File: config.mk
export PLATFORM = sky130hd
export DESIGN_NAME = if_fetch
export DESIGN_NICKNAME = d
export VERILOG_FILES = /design/src/rtl/if_fetch.sv
export SDC_FILE = /design/constraint.sdc
export NUM_CORES = 1
export LEC_CHECK = 0
export CAP_MARGIN = 10
export CORE_MARGIN = 4
export CORE_UTILIZATION = 50
export CTS_CLUSTER_SIZE = 24
export DETAILED_ROUTE_END_ITERATION = 8
export PLACE_DENSITY = 0.8
export SYNTH_ARGS = -nofsm -noshare
export SYNTH_HDL_FRONTEND = slang
export SYNTH_SLANG_ARGS = --single-unit
File: constraint.sdc
create_clock -name clk -period 2.24 [get_ports clk]
set_input_delay 0.56 -clock clk [delete_from_list [all_inputs] [get_ports clk]]
set_output_delay 0.56 -clock clk [all_outputs]
set_load 0.005 [all_outputs]
File: src/rtl/if_fetch.sv
`default_nettype none
// ============================================================================
// Module      : if_fetch
// Description : Instruction-fetch stage. Issues 8-byte-aligned requests on
//               a 64-bit SRAM-like port (req/addr_ok/data_ok). It presents
//               each fetched pair to decode as {if_pc, if_inst}. It holds
//               the output under stall, using a one-entry skid buffer, and
//               applies branch/predictor redirects. Any wrong-path data
//               still in flight is dropped.
// Revision    : 1.0 - initial release
// ============================================================================
module if_fetch #(
  parameter logic [31:0] RESET_PC = 32'hbfc0_0000,
  parameter int          BR_WD    = 33
) (
  input  logic             clk,
  input  logic             resetn,
  input  logic             stall,
  input  logic [BR_WD-1:0] br_bus,
  input  logic [BR_WD-1:0] bp_bus,
  output logic             inst_sram_req,
  output logic [31:0]      inst_sram_addr,
  input  logic             inst_sram_addr_ok,
  input  logic             inst_sram_data_ok,
  input  logic [63:0]      inst_sram_rdata,
  output logic             if_valid,
  output logic [31:0]      if_pc,
  output logic [63:0]      if_inst
);

  typedef enum logic [1:0] {
    IDLE = 2'd0,
    REQ  = 2'd1,
    WAIT = 2'd2,
    HOLD = 2'd3
  } state_t;

  state_t      state, state_n;
  logic [31:0] fetch_pc, fetch_pc_n;
  logic [31:0] req_pc, req_pc_n;
  logic        drop, drop_n;
  logic [31:0] skid_pc, skid_pc_n;
  logic [63:0] skid_inst, skid_inst_n;
  logic        if_valid_n;
  logic [31:0] if_pc_n;
  logic [63:0] if_inst_n;

  logic        br_e, bp_e;
  logic [31:0] br_addr, bp_addr;
  logic        redir;
  logic [31:0] redir_addr;
  logic [31:0] aligned_pc;

  assign br_e    = br_bus[32];
  assign br_addr = br_bus[31:0];
  assign bp_e    = bp_bus[32];
  assign bp_addr = bp_bus[31:0];

  // The predictor only redirects when decode can take the change; the
  // execute-stage branch always redirects and takes priority.
  assign redir      = br_e | (bp_e & ~stall);
  assign redir_addr = br_e ? br_addr : bp_addr;
  assign aligned_pc = {fetch_pc[31:3], 3'b000};

  assign inst_sram_req  = (state == REQ);
  assign inst_sram_addr = aligned_pc;

  // Registers for the FSM state, fetch/request PCs, the skid buffer and the ID output.
  always_ff @(posedge clk or negedge resetn) begin
    if (!resetn) begin
      state     <= IDLE;
      fetch_pc  <= RESET_PC;
      req_pc    <= 32'd0;
      drop      <= 1'b0;
      skid_pc   <= 32'd0;
      skid_inst <= 64'd0;
      if_valid  <= 1'b0;
      if_pc     <= 32'd0;
      if_inst   <= 64'd0;
    end else begin
      state     <= state_n;
      fetch_pc  <= fetch_pc_n;
      req_pc    <= req_pc_n;
      drop      <= drop_n;
      skid_pc   <= skid_pc_n;
      skid_inst <= skid_inst_n;
      if_valid  <= if_valid_n;
      if_pc     <= if_pc_n;
      if_inst   <= if_inst_n;
    end
  end

  // Next-state, fetch-address, drop-flag and output-register logic.
  always_comb begin
    state_n     = state;
    fetch_pc_n  = fetch_pc;
    req_pc_n    = req_pc;
    drop_n      = drop;
    skid_pc_n   = skid_pc;
    skid_inst_n = skid_inst;
    if_valid_n  = if_valid;
    if_pc_n     = if_pc;
    if_inst_n   = if_inst;

    // Output register: a stall freezes it, otherwise an empty cycle becomes
    // a bubble. The state cases below load it when a pair is ready.
    if (!stall) begin
      if_valid_n = 1'b0;
    end

    case (state)
      IDLE: begin
        state_n = REQ;
      end
      REQ: begin
        if (inst_sram_addr_ok) begin
          req_pc_n   = aligned_pc;
          fetch_pc_n = aligned_pc + 32'd8;
          state_n    = WAIT;
        end
      end
      WAIT: begin
        if (inst_sram_data_ok) begin
          if (drop) begin
            drop_n  = 1'b0;
            state_n = REQ;
          end else if (redir) begin
            // The returning pair is on the wrong path. No drop is needed
            // because nothing else is outstanding.
            state_n = REQ;
          end else if (!stall) begin
            if_valid_n = 1'b1;
            if_pc_n    = req_pc;
            if_inst_n  = inst_sram_rdata;
            state_n    = REQ;
          end else begin
            skid_pc_n   = req_pc;
            skid_inst_n = inst_sram_rdata;
            state_n     = HOLD;
          end
        end else if (redir) begin
          drop_n = 1'b1;
        end
      end
      HOLD: begin
        if (redir) begin
          state_n = REQ;
        end else if (!stall) begin
          if_valid_n = 1'b1;
          if_pc_n    = skid_pc;
          if_inst_n  = skid_inst;
          state_n    = REQ;
        end
      end
      default: begin
        state_n = IDLE;
      end
    endcase

    // A redirect replaces the fetch address and flushes the output. A
    // request accepted on the same edge is already in flight, so it must
    // be dropped when its data returns.
    if (redir) begin
      fetch_pc_n  = redir_addr;
      if_valid_n  = 1'b0;
      skid_pc_n   = 32'd0;
      skid_inst_n = 64'd0;
      if (state == REQ && inst_sram_addr_ok) begin
        drop_n = 1'b1;
      end
    end
  end

endmodule
`default_nettype wire
==> results of run 1 <==
==> worst max path at each step <==
stage,slack [ps],cells past startpoint,endpoint
after floorplan,330,8,fetch_pc[31]
after global placement,-120,6,fetch_pc[28]
after detailed placement,-140,5,fetch_pc[23]
after CTS,10,1,inst_sram_addr[31]
after global routing,9,2,inst_sram_addr[19]
final,50,1,inst_sram_addr[28]
==> kinds of logic (layout without fill, tap and decap cells) <==
kind of cell,Yosys count,after routing,synth area share
buffers and inverters,103,366,0.0419
xor gates and xnor gates,11,11,0.00853
DFF,248,248,0.551
muxes,122,122,0.111
other,1,7,0.000332
and+or+nand+nor,386,386,0.150
AOI/OAI and AO/OA,273,273,0.133
adders and majority gates,4,4,0.00443
==> sequential cells by signal (all words and copies together), names as in the netlist <==
| name | count |
|---|---|
| skid_pc | 29 |
| if_valid | 1 |
| req_pc | 29 |
| if_pc | 29 |
| skid_inst | 64 |
| state | 2 |
| fetch_pc | 29 |
| drop | 1 |
| if_inst | 64 |
==> cells in the mapped netlist, types with 3 or more instances <==
library cell    n  area share
a211oi_1       27       0.018
a21oi_1       106       0.047
a31oi_1        14      0.0078
and2_1          4      0.0022
and3_1          4      0.0022
and4_1          6      0.0047
buf_1           6      0.0020
buf_2          27       0.012
buf_4          10      0.0066
clkbuf_1       47       0.016
dfrtp_1       239        0.53
dfstp_2         9       0.021
ha_1            4      0.0044
inv_1          11      0.0037
mux2_2         22       0.022
mux2i_1       100       0.089
nand2_1       302        0.10
nand3_1         9      0.0040
nand4_1        10      0.0055
nor2_1          3      0.0010
nor2b_1        25       0.014
nor4_1          4      0.0022
o21ai_0       106       0.047
o31ai_1        11      0.0073
or4_1          11      0.0073
xnor2_1         4      0.0031
xor2_1          7      0.0054
==> final cells by class <==
type                            instances  area (sq um)  share of cell area
Clock inverter                         10           184              0.0120
Timing Repair Buffer                  307          3150               0.205
Inverter                               11          41.3             0.00269
Tap cell                              280           350              0.0228
Sequential cell                       248          6220               0.404
Antenna cell                            1          2.50            0.000163
Clock buffer                           38           747              0.0486
Multi-Input combinational cell        802          4680               0.304
==> per-layer routing <==
layer	GRT usage	vias to the layer above	share of wire
met2	0.398	330	0.49
li1	-	4447	-
met3	0.0554	50	0.079
met4	0.0544	2	0.016
met5	0	-	0.00040
met1	0.298	4497	0.41
==> power groups by stage <==
stage	combinational [mW]	clock, mW	sequential (mW)
6_report	4.37	4.64	6.27
2_1_floorplan	1.88	0	6.22
5_1_grt	4.81	4.92	6.39
3_3_place_gp	4.26	0	6.28
3_5_place_dp	4.37	0	6.35
4_1_cts	4.42	4.72	6.27
==> what timing repair did <==
item | 4_1_cts | 5_1_grt
pin swaps | 0 | 0
setup buffers | 2 | 5
endpoints found under the hold margin | 46 | 0
hold buffers | 1 | 0
setup endpoints to repair | 3 | 4
resized for setup | 2 | 1
==> metrics by stage <==
step	hold slack (ps)	util	std cells	area [sq um]
after global placement	460	0.653	1640	14400
after floorplan	264	-	1153	11300
after detailed placement	472	0.653	1640	14400
after global routing	497	0.698	1697	15400
final	478	0.698	1697	15400
after CTS	485	0.696	1691	15300
==> impl_metrics.json, run 1 <==
{
  "status": "finished clean",
  "drt-total-wl_mm": 29.8,
  "drt_pass1_iterations": 5,
  "vias": 9326,
  "rows": 54,
  "r2r_end": "fetch_pc[28]",
  "root_buffer": "clkbuf_16",
  "cp_num_buf_inv": 1,
  "power.switching_mw": 4.33,
  "grt_antenna_before_repair": 2,
  "internal_power_mw": 11.0,
  "max_cap_violations": 0,
  "gp_congestion": 0.837,
  "hp-start": "if_pc[24]",
  "cp_slowest_cell": "dfstp_2",
  "crit_required_ps": 1680,
  "rr_worst_depth": 7,
  "cpPeakStageDelay_ps": 590,
  "swShare": 0.283,
  "wire_per_inst_um": 17.6,
  "syn_avg_cell_area_sq_um": 9.84,
  "setup-violations-final": 0,
  "synth_edf_count": 0,
  "ys_ff_latch": 248,
  "drtAntennaViolNets": 0,
  "syn_area_sq_mm": 0.0113,
  "drt-initial-drc-count": 525,
  "regToRegSetupSlack_ps": 120,
  "final_common_cell": "nand2_1",
  "cp.arrival_ps": 1630,
  "synthDistinctLibCells": 40,
  "grt_max_degree": 77,
  "vias_per_cell": 5.50,
  "drive_gt1_frac": 0.0968,
  "syn_inst": 1148,
  "crit_type": "flop to output pin",
  "skew_ps": 9.39,
  "n_fill_cell": 1657,
  "grt_pass1_vias": 9247,
  "fin_setup_tns_ps": 0,
  "clkTransAtPathRegs_ps": 60,
  "timing.rr.start": "state[1]",
  "startpoint": "fetch_pc[28]",
  "core_area_sq_mm": 0.0220,
  "area_delta_synth_final_pct": 36.1,
  "die_x_um": 158,
  "p_clk_frac": 0.303,
  "fin_ws_ps": 49.5,
  "cts.sinks": 248,
  "htreeDepth": 1,
  "nets": 1535,
  "cts_tree": "built",
  "p_per_area_mw_per_mm2": 994,
  "drc": 0,
  "cp_top_family": "flip-flops",
  "cts_buffers": 26,
  "rsz0062_at_grt": "no",
  "pin_count": 265,
  "pwr-share-seq": 0.411,
  "ys_seq_area_frac": 0.551,
  "fin_crit_ps": 2190,
  "crit_chain": "clkdlybuf4s50_1",
  "power_mw": 15.3,
  "die_area_sq_mm": 0.0251,
  "clock_latency_ps": 520,
  "dp_slack_ps": -140,
  "crit_path_max_fanout": 6,
  "holdPathEnd": "if_pc[24]",
  "drv_slew": 0,
  "synth_async_sr_flop_share": 1.00,
  "grt_pass1_wl_mm": 47.0,
  "fmax_mhz": 457,
  "ir_worst_vdd_v": 0.000417,
  "final-hold-violation-count": 0,
  "final_cell_mix": "nand2_1 (301), clkdlybuf4s50_1 (248), dfrtp_1 (239), o21ai_0 (106), a21oi_1 (105)",
  "overflow": 0,
  "hp-class": "flop to flop",
  "yosys_warnings": 0,
  "portBuffers": 252,
  "grt_usage": 0.231,
  "dp_hpwl_mm": 20.1,
  "ys_dominant_reg_cell": "dfrtp_1",
  "start_kind": "flop",
  "p_leak_nw": 6.30,
  "whs_path_depth": 2,
  "pwr-share-comb": 0.286,
  "fp.dieH_um": 158,
  "post-route-period-util": 0.978,
  "cp-end-kind": "output pin",
  "start_util": 0.513,
  "clk_path_buf_depth": 3
}
Note: power is estimated with default switching activity, not from simulation.
==> inputs of run 2 (changes only) <==
Settings changed: SLEW_MARGIN set to 10.
==> results of run 2 <==
Final layout, timing and power as in run 1 (identical DEF).
